$ cat config.mk
export PLATFORM = sky130hd
export DESIGN_NAME = regfile_scoreboard
export DESIGN_NICKNAME = d
export VERILOG_FILES = /design/src/rtl/regfile_scoreboard.sv
export SDC_FILE = /design/constraint.sdc
export NUM_CORES = 2
export LEC_CHECK = 0
export CORE_MARGIN = 1
export CORE_UTILIZATION = 50
export CTS_CLUSTER_DIAMETER = 30
export CTS_CLUSTER_SIZE = 14
export DETAILED_ROUTE_END_ITERATION = 8
export GPL_ROUTABILITY_DRIVEN = 0
export GPL_TIMING_DRIVEN = 0
export PLACE_DENSITY = 0.66
export SLEW_MARGIN = 0
export SYNTH_ARGS = -nofsm -noshare
export SYNTH_HDL_FRONTEND = slang
export SYNTH_SLANG_ARGS = --single-unit
$ cat constraint.sdc
create_clock -name clk -period 11.99 [get_ports clk]
set_clock_uncertainty 0.05 [all_clocks]
set_input_delay 1.199 -clock clk [delete_from_list [all_inputs] [get_ports clk]]
set_output_delay 1.199 -clock clk [all_outputs]
set_load 0.01 [all_outputs]
$ cat src/rtl/regfile_scoreboard.sv
// rtl/regfile_scoreboard.sv - register file with pending-write scoreboard and issue interlock
module regfile_scoreboard #(
    parameter int XLEN   = 64,
    parameter int NREG   = 32,
    parameter int BYPASS = 1
) (
    input  logic                      clk,
    input  logic                      reset,
    input  logic [$clog2(NREG)-1:0]   rs1,
    input  logic [$clog2(NREG)-1:0]   rs2,
    output logic [XLEN-1:0]           ReadData1,
    output logic [XLEN-1:0]           ReadData2,
    output logic                      rs1_busy,
    output logic                      rs2_busy,
    input  logic                      wr_en,
    input  logic [$clog2(NREG)-1:0]   wr_addr,
    input  logic [XLEN-1:0]           wr_data,
    input  logic                      issue_en,
    input  logic [$clog2(NREG)-1:0]   issue_rd,
    output logic                      issue_stall,
    input  logic                      flush,
    output logic [$clog2(NREG):0]     busy_count
);
    localparam int AW = $clog2(NREG);

    logic [XLEN-1:0] regs [NREG];
    logic [NREG-1:0] busy;
    logic [NREG-1:0] busy_next;
    logic [AW:0]     count_next;

    logic byp1, byp2, bypd;
    logic rd_busy;
    logic accept;

    // A same-cycle write to a register both forwards its data and hides its pending mark.
    assign byp1 = (BYPASS != 0) && wr_en && (wr_addr == rs1)      && (rs1 != '0);
    assign byp2 = (BYPASS != 0) && wr_en && (wr_addr == rs2)      && (rs2 != '0);
    assign bypd = (BYPASS != 0) && wr_en && (wr_addr == issue_rd) && (issue_rd != '0);

    always_comb begin
        ReadData1 = '0;
        if (reset && (rs1 != '0)) begin
            ReadData1 = byp1 ? wr_data : regs[rs1];
        end
    end

    always_comb begin
        ReadData2 = '0;
        if (reset && (rs2 != '0)) begin
            ReadData2 = byp2 ? wr_data : regs[rs2];
        end
    end

    assign rs1_busy    = reset && busy[rs1] && !byp1;
    assign rs2_busy    = reset && busy[rs2] && !byp2;
    assign rd_busy     = busy[issue_rd] && !bypd;
    assign issue_stall = reset && issue_en && (rs1_busy || rs2_busy || rd_busy);
    assign accept      = issue_en && !issue_stall;

    // Order matters: writeback clear, then issue set (set wins), then flush (wins over all).
    always_comb begin
        busy_next = busy;
        if (wr_en) begin
            busy_next[wr_addr] = 1'b0;
        end
        if (accept && (issue_rd != '0)) begin
            busy_next[issue_rd] = 1'b1;
        end
        if (flush) begin
            busy_next = '0;
        end
        busy_next[0] = 1'b0;
    end

    always_comb begin
        count_next = '0;
        for (int i = 0; i < NREG; i++) begin
            count_next = count_next + (AW+1)'(busy_next[i]);
        end
    end

    always_ff @(posedge clk or negedge reset) begin
        if (!reset) begin
            busy       <= '0;
            busy_count <= '0;
        end else begin
            busy       <= busy_next;
            busy_count <= count_next;
        end
    end

    always_ff @(posedge clk or negedge reset) begin
        if (!reset) begin
            for (int i = 0; i < NREG; i++) begin
                regs[i] <= '0;
            end
        end else if (wr_en && (wr_addr != '0)) begin
            regs[wr_addr] <= wr_data;
        end
    end
endmodule

==> summary.txt <==
Outcome
  • Outcome: complete, but fails checks
  • Violated checks: max-capacitance violations, max-slew violations

Placed design
  • Worst slack at placement: 2.35 ns
  • Port Buf Inserts: around 210
  • Half-perimeter wire length of the detailed placement result: around 280 mm

Clock tree
  • Root buffer selected by CTS: clkbuf_16
  • Number of setup buffers added after CTS: 0
  • CTS tree: built
  • Clock Path Buffers: 4
  • Count of hold buffers inserted by post-cts repair: 0
  • Clock slew seen by the registers of the worst setup and hold paths: 0.04 ns
  • Clock latency on the worst-skew pair: 0.99 ns
  • Number of levels the H-tree was split into: 5
  • Cts repair resizes: 0
  • Number of buffers inserted during clock tree synthesis: 490
  • Clock net sink count: roughly 2.1k

Floorplanning
  • Height of the die: 476 um
  • Num ports: between 200 and 250
  • DIE AREA: 226000 um2
  • Area inside the core boundary: 223000 um2
  • Starting utilization of the core area: 0.504
  • FP Rows: 173
  • Horiz. Die Dim: 476 um

Synth
  • Synthesized net count: 7015
  • EDFF count, synth: 0
  • Number of cells produced by synthesis: 6896
  • Combined area of all synthesized cells: approximately 110000 um2
  • Number of flip-flops and latches in the synthesized netlist: between 2k and 2.5k
  • Most numerous cell in the Yosys netlist: dfrtp_1
  • Count of distinct cell types in the synthesized netlist: 51
  • Synth area leaders: dfrtp_1 (46%), mux4_2 (26%), mux2_2 (20%)
  • Most used DFF post-synth: dfrtp_1
  • Synth area leader: dfrtp_1
  • Share of flip-flops with an asynchronous set or reset: 1.00
  • Ys Warns: 0
  • Ranking of synthesized cells by instance count: dfrtp_1 (2085), mux2_2 (1986), mux4_2 (1296)
  • Area share of the largest cell type after synthesis: 0.465
  • Sequential-to-total area share from yosys stat: 0.465
  • Post-Synthesis Mean Instance Area: 16.3 um2

Layout
  • FILL cells: 16.4k
  • Area added between synthesis and finish: 21.4%
  • Area of the multi-input gates: between 50000 and 60000 um2
  • Net count, final: 7746
  • Share of cells above drive strength 1: 0.546
  • Flip-flop and latch area: 52200 um2

GRT
  • Antenna violations before repair: 29
  • First-pass GRT wire length: 608 mm
  • Via count of the first global-routing pass: about 80k
  • Leftover overflow at the end of global routing: 0
  • GR Util All Layers: 0.387
  • Pin count of the biggest net entering global routing: 178

Detailed routing
  • Total Wirelength: 433 mm
  • Iteration-0 DRC count of the detailed router: 9275
  • Post-route DRC violation count: 0
  • Detailed-route vias per instance: 7.01
  • Routed wirelength normalized by instance count: 39.3 um
  • First-pass DRT Iterations: 7
  • Total number of vias: 77.2k
  • Post-DRT Antenna Nets: 0

Critical path
  • Category of cells accounting for the largest share of critical-path delay: buffers and inverters
  • Worst reg2reg path startpoint: busy[23]
  • Largest fanout of any net on the critical path: 10
  • Crit-path slowest cell: buf_1
  • Largest stage delay on the critical path: about 1.2 ns
  • Buf/Inv on CP: 7
  • Category of the worst setup path capture point: flip-flop
  • CP Launch Type: input pin
  • Worst setup startpoint: wr_addr[2]
  • Cells traversed along the worst timing path: clkdlybuf4s50_1, clkbuf_1, nand3b_1, nor2_1, buf_1, clkbuf_1, o32a_1, fa_1, inv_1, fa_1, inv_1, fa_1, fa_1, fa_1, fa_1, fa_1, inv_1, fa_1, a21o_1, a21oi_1, xnor2_1
  • Crit path arrival time: around 10 ns
  • Most frequent cell on the critical path: fa_1
  • Data required time at the worst endpoint: 12.85 ns
  • Critical Setup Path Class: input pin to flip-flop

Pwr
  • Pint: 21.0 mW
  • Share of power burned in combinational logic: 0.168
  • Clock network fraction of design power: 0.500
  • Register share of total power: 0.332
  • Switching power of the nets: 7.18 mW
  • Leakage power summed over all cells: 58.1 nW
  • P per Cell Area: 207 nW/um2
  • Power, Total: 28.2 mW
  • Worst IR drop on VDD: 177 uV
  • Switching fraction of total power: 0.255

Timing
  • Setup repair after global routing missed its margin: no
  • Max-slew headroom: -0.114
  • Count of final hold-check violations: 0
  • Final worst setup slack: 2.95 ns
  • Final cycle utilization of the critical path: 0.754
  • Sum of negative setup slack: 0 ns
  • Number of slew-limit violations in the final report: around 110
  • Slew at the pin with the worst max-slew slack: 1.67 ns
  • Peak Freq: 111 MHz
  • Tmin final: roughly 9 ns
  • Setup violations, final: 0

Min path
  • Worst hold path class: input pin to async pin

Run
  • Max-cap violation count: 11
power groups by stage:
stage          combinational, mW  clock [mW]  sequential, mW
2_1_floorplan               3.29           0            9.05
3_3_place_gp                4.53           0            9.39
3_5_place_dp                4.65           0            9.37
4_1_cts                     4.68        14.1            9.29
5_1_grt                     4.92        14.5            9.49
6_report                    4.72        14.1            9.35
final cells by class:
type	instances	area share
diodes	16	0.000294
plain buffers	848	0.0259
clock buffers	652	0.101
clock inverters	237	0.0270
inverters	34	0.000936
multi-input cells	3929	0.415
flip-flops and latches	2085	0.383
well taps	2975	0.0273
repair buffers	239	0.0203
cells in the final DEF (no fill, tap or decap), drive strengths merged, types with 7 or more instances in the layout:
cell type      count
ha                 7
clkinv            98
nand3              9
o31ai             20
xor2               8
clkbuf          1252
or3b               9
clkdlybuf4s50    212
nand2             22
mux2            1986
buf              275
a211oi           128
o32a               7
xnor2             10
nand3b            28
mux4            1296
o32ai             12
nand2b            12
o31a              14
mux2i            146
fa                23
diode             16
bufinv            89
clkinvlp          41
dfrtp           2085
inv               43
nor2             150
path summary, 6_finish.rpt:
check,cells after the start,end,slack [ns]
max,21,busy_count[4],2.95
min,1,regs[1799],0.05
max reg2reg,19,busy_count[4],5.01
min reg2reg,1,regs[1997],0.42
max in group asynchronous,5,regs[153],8.59
min in group clk,1,regs[1997],0.42
per-stage QoR:
| step | hold slack [ns] | utilization | cells | area [um2] |
|---|---|---|---|---|
| after CTS | 0.0550 | 0.612 | 11000 | 136000 |
| final | 0.0537 | 0.612 | 11000 | 136000 |
| after global routing | 0.0636 | 0.612 | 11000 | 136000 |
| after detailed placement | 0.415 | 0.534 | 10100 | 119000 |
| after floorplan | 0.391 | - | 6896 | 112000 |
| after global placement | 0.402 | 0.530 | 10100 | 118000 |
cell families (layout without fill, tap and decap cells):
logic type,after synthesis,count (layout),share of synthesized area
multiplexers,3428,3428,0.472
adder cells (fa/ha/maj),30,30,0.00488
other,0,16,0
AO/OA/AOI/OAI,201,201,0.0142
flip-flops,2085,2085,0.465
buffers and inverters,882,2010,0.0319
XOR/XNOR,18,18,0.00140
AND/OR/NAND/NOR,252,252,0.0107
registers in the layout (all words and copies together), names as in the netlist:
register / count
regs: 2048
busy_count: 6
busy: 31
routing by layer:
layer | global-route usage | wire length, um | part of all wire | up-vias
met3 | 0.130 | 49300 | 0.11 | 1467
met4 | 0.239 | 30400 | 0.070 | 38
met5 | 0.00874 | 483 | 0.0011 | -
li1 | - | - | - | 28700
met2 | 0.565 | 192000 | 0.44 | 4987
met1 | 0.501 | 160000 | 0.37 | 42000
Note: power is estimated with default switching activity, not from simulation.
